<file path="config.mk">
export PLATFORM = sky130hd
export DESIGN_NAME = mem_arbiter
export DESIGN_NICKNAME = d
export VERILOG_FILES = /design/src/rtl/mem_arbiter.sv
export SDC_FILE = /design/constraint.sdc
export NUM_CORES = 1
export LEC_CHECK = 0
export ABC_AREA = 1
export CORE_UTILIZATION = 45
export DETAILED_ROUTE_END_ITERATION = 8
export GPL_TIMING_DRIVEN = 0
export PLACE_DENSITY_LB_ADDON = 0.3
export SYNTH_ARGS = -nofsm -noshare
export SYNTH_HDL_FRONTEND = slang
export SYNTH_SLANG_ARGS = --single-unit
</file>
<file path="constraint.sdc">
create_clock -name clk -period 3.18 [get_ports clk]
set_input_delay 0.477 -clock clk [delete_from_list [all_inputs] [get_ports clk]]
set_output_delay 0.477 -clock clk [all_outputs]
set_load 0.02 [all_outputs]
</file>
<file path="src/rtl/mem_arbiter.sv">
// mem_arbiter: shares one multi-cycle memory port between the I-fetch and D-side requesters.
// Define ARB_ROUND_ROBIN_EN to alternate grants on ties instead of fixed D-over-I priority.
module mem_arbiter #(
  parameter int WORD_SIZE = 16,
  parameter int TIMEOUT   = 255
) (
  input  logic                 clk,
  input  logic                 reset,
  input  logic                 i_req,
  input  logic [WORD_SIZE-1:0] i_addr,
  output logic [WORD_SIZE-1:0] i_rdata,
  output logic                 i_ready,
  input  logic                 d_req,
  input  logic                 d_we,
  input  logic [WORD_SIZE-1:0] d_addr,
  input  logic [WORD_SIZE-1:0] d_wdata,
  output logic [WORD_SIZE-1:0] d_rdata,
  output logic                 d_ready,
  output logic                 m_readM,
  output logic                 m_writeM,
  output logic [WORD_SIZE-1:0] m_address,
  output logic [WORD_SIZE-1:0] m_wdata,
  input  logic [WORD_SIZE-1:0] m_rdata,
  input  logic                 m_readyM,
  output logic                 err,
  output logic                 busy
);

  localparam int CNT_W = (TIMEOUT > 0) ? $clog2(TIMEOUT + 1) : 1;

  typedef enum logic [1:0] {IDLE, BUSY_I, BUSY_D, DONE} state_t;

  state_t           state, state_next;
  logic [CNT_W-1:0] wait_cnt;
  logic             grant_i, grant_d, finish_ok, finish_to;
  logic             pick_d, in_busy, timeout_hit;

`ifdef ARB_ROUND_ROBIN_EN
  logic last_grant_d;  // 1 when the most recent grant went to the D side

  always_ff @(posedge clk) begin
    if (reset)                 last_grant_d <= 1'b0;
    else if (grant_i || grant_d) last_grant_d <= grant_d;
  end

  assign pick_d = d_req && (!i_req || !last_grant_d);
`else
  assign pick_d = d_req;
`endif

  assign in_busy     = (state == BUSY_I) || (state == BUSY_D);
  assign timeout_hit = (TIMEOUT != 0) && (int'(wait_cnt) == TIMEOUT - 1);
  assign busy        = (state != IDLE);

  always_ff @(posedge clk) begin
    if (reset) state <= IDLE;
    else       state <= state_next;
  end

  // NOTE: every signal written here gets a default first, so no path can infer a latch.
  always_comb begin
    state_next = state;
    grant_i    = 1'b0;
    grant_d    = 1'b0;
    finish_ok  = 1'b0;
    finish_to  = 1'b0;
    case (state)
      IDLE: begin
        if (pick_d) begin
          grant_d    = 1'b1;
          state_next = BUSY_D;
        end else if (i_req) begin
          grant_i    = 1'b1;
          state_next = BUSY_I;
        end
      end
      BUSY_I, BUSY_D: begin
        // A memory response on the last allowed wait cycle still counts as success.
        if ((m_readM || m_writeM) && m_readyM) begin
          finish_ok  = 1'b1;
          state_next = DONE;
        end else if (timeout_hit) begin
          finish_to  = 1'b1;
          state_next = DONE;
        end
      end
      DONE:    state_next = IDLE;
      default: state_next = IDLE;
    endcase
  end

  // Strobes, address and write data are registered: they appear the cycle after the grant
  // and stay frozen until completion, whatever the requesters do meanwhile.
  // NOTE: sequential state uses non-blocking assignments so every flop samples pre-edge values.
  always_ff @(posedge clk) begin
    if (reset) begin
      m_readM   <= 1'b0;
      m_writeM  <= 1'b0;
      m_address <= '0;
      m_wdata   <= '0;
      i_rdata   <= '0;
      d_rdata   <= '0;
      i_ready   <= 1'b0;
      d_ready   <= 1'b0;
      err       <= 1'b0;
      wait_cnt  <= '0;
    end else begin
      i_ready <= 1'b0;
      d_ready <= 1'b0;
      err     <= 1'b0;

      if (grant_i) begin
        m_address <= i_addr;
        m_readM   <= 1'b1;
        m_writeM  <= 1'b0;
        wait_cnt  <= '0;
      end else if (grant_d) begin
        m_address <= d_addr;
        m_wdata   <= d_wdata;
        m_readM   <= ~d_we;
        m_writeM  <= d_we;
        wait_cnt  <= '0;
      end else if (in_busy && !m_readyM && (int'(wait_cnt) < TIMEOUT)) begin
        wait_cnt <= wait_cnt + CNT_W'(1);
      end

      if (finish_ok || finish_to) begin
        m_readM  <= 1'b0;
        m_writeM <= 1'b0;
        i_ready  <= (state == BUSY_I);
        d_ready  <= (state == BUSY_D);
        err      <= finish_to;
      end

      // Read data is captured only on a real completion; writes and timeouts leave it alone.
      if (finish_ok && state == BUSY_I)            i_rdata <= m_rdata;
      if (finish_ok && state == BUSY_D && m_readM) d_rdata <= m_rdata;
    end
  end

endmodule

</file>
; ---- Word level (Yosys, flattened, before mapping)
; Index checks and enable logic that the tools add are counted.
[word_totals]
ff_bits = 79
inputBits = 70
output_inout_bits = 70
word_cells = 61
[classes]
add_sub_neg = 1
order_cmp = 1
eq_ne = 6
mux = 19
bitwise = 3
n_reduce_logical = 20
[op_table]
columns = operator, n
row1 = 16-bit two-way mux, 2
row2 = 1-bit two-way mux, 12
row3 = 8-bit by 1-bit adder with 8-bit output (second input constant), 1
row4 = 8-bit by 2-bit equality test with 1-bit output (second input constant), 1
row5 = 8-bit less-than comparator (second input constant), 1
row6 = 2-bit two-way mux, 4
row7 = 1-bit logical AND, 6
row8 = 3-bit inequality test (second input constant), 2
row9 = 2-bit one-hot mux with 3 select lines, 1
row10 = 2-bit OR reduction, 3
row11 = 3-bit OR reduction, 2
row12 = 2-bit equality test (second input constant), 2
row13 = 2-bit AND reduction, 2
row14 = 2-bit nonzero test, 2
row15 = 1-bit logical OR, 3
row16 = 1-bit NOT, 3
row17 = 2-bit by 1-bit equality test with 1-bit output (second input constant), 1
row18 = 2-bit zero test, 1
row19 = 1-bit zero test, 1

; ---- Longest topological paths before layout
[logic_depth]
depth_word = 7
ltp_mapped = 9
depth_no_buf = 9

; ---- Worst setup path after synthesis
; Ideal clock, no wire load.
[synth_timing]
path_type = register to register
start = reg state[0]
end = reg d_rdata[10]
setup_ns = 0.113
arrival_ns = 1.423
required_time_ns = 3.067
setup_slack_ns = 1.644
path_stages_with_launch = 9
path_buffers = 1
period_less_slack_ns = 1.536
path_cell_list = dfxtp_1 > inv_1 > ha_1 > inv_2 > nor3_4 > inv_2 > buf_6 > nor2_1 > nor2_1
[synth_via]
elab_chain_len = 5
elab_cells_between_ends = 6
cone_classes = eq/ne (2) / mux (1) / reduce/logical (3)
[synth_rtl]
columns = item, line
row1 = from (decl), 33  ; state_t state, state_next;
row2 = from (signal assigned), 57  ; else state <= state_next;
row3 = 2-bit by 1-bit equality test with 1-bit output / 2-bit equality test (equally long branches), "67, 137"
row4 = 2-bit OR reduction, 67  ; case (state)
row5 = 1-bit two-way mux, 67
row6 = 1-bit logical AND * (2 in series), 137  ; if (finish_ok && state == BUSY_D && m_readM) d_rdata <= m_rdata;
row7 = to (signal assigned), 137
row8 = to (decl), 17  ; output logic [WORD_SIZE-1:0] d_rdata,
; Every way passes the cells marked *; elsewhere a longest branch is shown, timed or not.
; A chain may end at the register's enable or synchronous reset.

; ---- Final worst setup path
[layout_timing]
start = reg state[0]
end = out busy
[layout_via]
elab_chain_len = 1
[layout_rtl]
columns = item, line
row1 = 2-bit nonzero test, 53  ; assign busy = (state != IDLE);
row2 = to (decl), 26  ; output logic busy
; Every way passes these cells.

==> impl_metrics.csv <==
group,metric,value,unit
placement,post-place-ws,1.060,ns
sta,max_freq,445.3,MHz
sta,skew,0.006905,ns
sta,hold_viol_final,0,
setup_path,endpoint,"busy",
power,clock_power_share,26.5,%
sta,finalHoldWorstSlack,0.4610,ns
hold_path,min_path_type,"primary input to register",
cts,cts-buffers-inserted,9,
power,sw_frac_of_total,34.36,%
setup_path,start_kind,"register",
power,power_density,642.1,mW/mm^2
sta,worstMarginPinSlew,0.5447,ns
setup_path,crit_path_end_kind,"output port",
synthesis,synthFlopType,"dfxtp_1",
power,p_leak,1.888,nW
synthesis,ys_warn_count,0,
route,drtAntennaViolNets,0,
sta,fin_tns_setup,0,ns
power,p_total,3.108,mW
global_routing,track_usage,24.22,%
final_layout,final_nets,647,
global_routing,antenna_found_initial,0,
synthesis,synthCells,422,
synthesis,synth.top_cell.area_share,50.38,%
sta,period_share,70.61,%
setup_path,path_delay_family,"buffers and inverters",
cts,cts_tree,"built",
setup_path,startpoint,"state[0]",
power,p_int,2.040,mW
synthesis,synth_top_area_cell,"dfxtp_1",
setup_path,critical_path_cell_count,4,
sta,drv_slew,0,
placement,placedInstanceArea,0.004621,sq mm
setup_path,timing.rr.start,"state[0]",
synthesis,synth_top_family_by_area,"simple AND/OR/NAND/NOR gates",
floorplanning,io_pins,140,
final_layout,final_cell_count_no_fill,656,
setup_path,slowest_stage,"clkdlybuf4s50_1",
global_routing,gr-max-usage-layer,"met2",
synthesis,yosysUniqueCellTypes,27,
synthesis,yosysSeqAreaShare,50.38,%
synthesis,syn-cell-area,0.003139,sq mm
setup_path,worst_path_largest_cell_delay,0.61,ns
setup_path,rr_worst_depth,8,
floorplanning,die_h,85.53,um
sta,rsz0062_at_grt,"false",
cts,path_clk_slew,0.08,ns
route,drc,0,
floorplanning,num_rows,30,
floorplanning,start_util,46.46,%
cts,ctsLongestPathBuffers,2,
cts,clock-sinks,79,
setup_path,cp_common_cell,"inv_1",
power,seqPwrFrac,39.1,%
setup_path,crit_type,"register to output port",
cts,root_buffer,"clkbuf_8",
cts,ctsHoldBuffers,0,
global_routing,grt_max_degree,15,
sta,finalSetupViolCount,0,
final_layout,drive_gt1_share,6.076,%
placement,gp_congestion,0.8614,
setup_path,worstPathMaxFanout,5,
synthesis,synth_compound_area_share,13.83,%
floorplanning,core_region_area,0.006756,sq mm
route,drtIter0Drc,174,
placement,hpwlAfterDp,6.453,mm
setup_path,path_cells,"inv_1 > ha_1 > inv_1 > clkdlybuf4s50_1",
global_routing,overflow,0,
synthesis,synth_edf_count,0,
global_routing,met2_usage,42.11,%
cts,post_cts_buffers,0,
cts,cts_resized,0,
setup_path,critical_path_arrival,1.77,ns
placement,dp_cells,640,
global_routing,grt_pass1_wl,13.94,mm
route,post_drt_wl_per_cell,13.28,um
synthesis,avgSynthCellArea,7.439,sq um
floorplanning,dieArea,0.007315,sq mm
power,switchingPower,1.068,mW
placement,port_buffers,138,
synthesis,async_flop_share,0,%
setup_path,r2r_slack,1.37,ns
floorplanning,fp.dieW,85.53,um
job,cap_violations,0,
sta,fin_ws,0.9345,ns
setup_path,crit_buf_inv,3,
sta,period_needed,2.245,ns
synthesis,synthSimpleGateAreaFrac,26.42,%
synthesis,yosys_register_bits,79,
global_routing,globalRouteMet1Util,27.59,%
route,via_per_inst,4.988,
synthesis,muxShareOfSynthArea,0,%
cts,htreeDepth,3,
final_layout,fill_cells,552,
power,ir_drop,424.3,uV
final_layout,area_delta_synth_final,54.20,%
final_layout,diodes,0,
setup_path,r2r_end,"d_rdata[7]",
final_layout,utilization,71.65,%
route,vias,3272,
route,wirelength,8.712,mm
global_routing,use_met3,8.085,%
sta,max_slew_margin,63.68,%
route,dr.pass1.iters,4,
cts,clock_latency,0.35,ns
global_routing,grt_pass1_vias,3080,
synthesis,yosys.area_share.adder,2.391,%
status,status,"finished clean",
synthesis,synth_xor_area_share,0.8370,%
synthesis,ys_top_cells_by_count,"115 x nand2_1, 80 x nor2_1, 79 x dfxtp_1, 26 x a21oi_1, 25 x o21ai_0",
synthesis,ys_top_cells_by_area,"dfxtp_1 50%, nand2_1 14%, nor2_1 9.6%",
power,combPwrFrac,34.5,%
setup_path,crit_required,2.70,ns
final_layout,final_area,0.004841,sq mm
synthesis,synth_most_common_cell,"nand2_1",
synthesis,syn-num-nets,498,
-- cell type report --
type,count,area (sq um),area share (%)
clock buffers,9,123.9,2.559
repair buffers,138,1381,28.53
inverters,26,97.59,2.016
clock inverters,7,96.34,1.990
multi-input cells,300,1365,28.20
well taps,80,100.1,2.068
plain buffers,17,95.09,1.964
flip-flops and latches,79,1582,32.67
-- how the worst min path moves through the flow --
stage                            from      endpoint  slack [ns]  depth (start not counted)
after floorplan           wait_cnt[7]   wait_cnt[7]        0.47                          2
after global placement     i_rdata[3]    i_rdata[3]        0.46                          2
after detailed placement   i_rdata[1]    i_rdata[1]        0.46                          2
after CTS                       reset  m_address[1]        0.46                          2
after global routing            reset  m_address[0]        0.48                          2
final                           reset  m_address[1]        0.46                          2
-- state kept, by name, indices dropped and copies added (netlist names) --
signal and flops:
wait_cnt 8, i_rdata 16, m_address 16, m_writeM 1, state 2, err 1
d_rdata 16, m_readM 1, i_ready 1, d_ready 1, m_wdata 16
-- logic make-up after synthesis --
| family | after synthesis |
|---|---|
| and+or+nand+nor | 210 |
| buffers and inverters | 43 |
| adders and majority gates | 6 |
| DFF | 79 |
| xor gates and xnor gates | 3 |
| AOI/OAI and AO/OA | 81 |
-- per-layer routing --
metal	vias up	share of wire, %
li1	1650	-
met1	1472	41
met2	135	47
met3	15	10
met4	0	1.7
met5	-	0
-- layout by cell type, fill, tap and decap left out, types with 3 or more instances in the layout --
cell type	n
inv_1	22
clkbuf_1	8
buf_2	4
a21oi_1	26
nand2_1	115
buf_4	3
inv_2	4
o21ai_1	11
nand3_1	6
ha_1	6
clkdlybuf4s50_1	138
nor2_1	80
a31oi_1	16
dfxtp_1	79
clkbuf_8	9
o21ai_0	25
-- power by group through the flow --
stage | registers [mW] | clock network (mW) | logic [mW]
2_1_floorplan | 1.38 | 0 | 0.440
3_3_place_gp | 1.23 | 0 | 1.04
3_5_place_dp | 1.23 | 0 | 1.07
4_1_cts | 1.21 | 0.836 | 1.08
5_1_grt | 1.23 | 0.883 | 1.17
6_report | 1.21 | 0.823 | 1.07
-- worst register-to-register path: stages, from the launching register on --
cell	delay (ns)
dfxtp_1	0.37
inv_1	0.10
ha_1	0.36
inv_2	0.09
nor3_4	0.34
inv_2	0.13
buf_6	0.16
nor2_1	0.10
nor2_1	0.05
No activity file was read; power rests on OpenSTA's default activity.
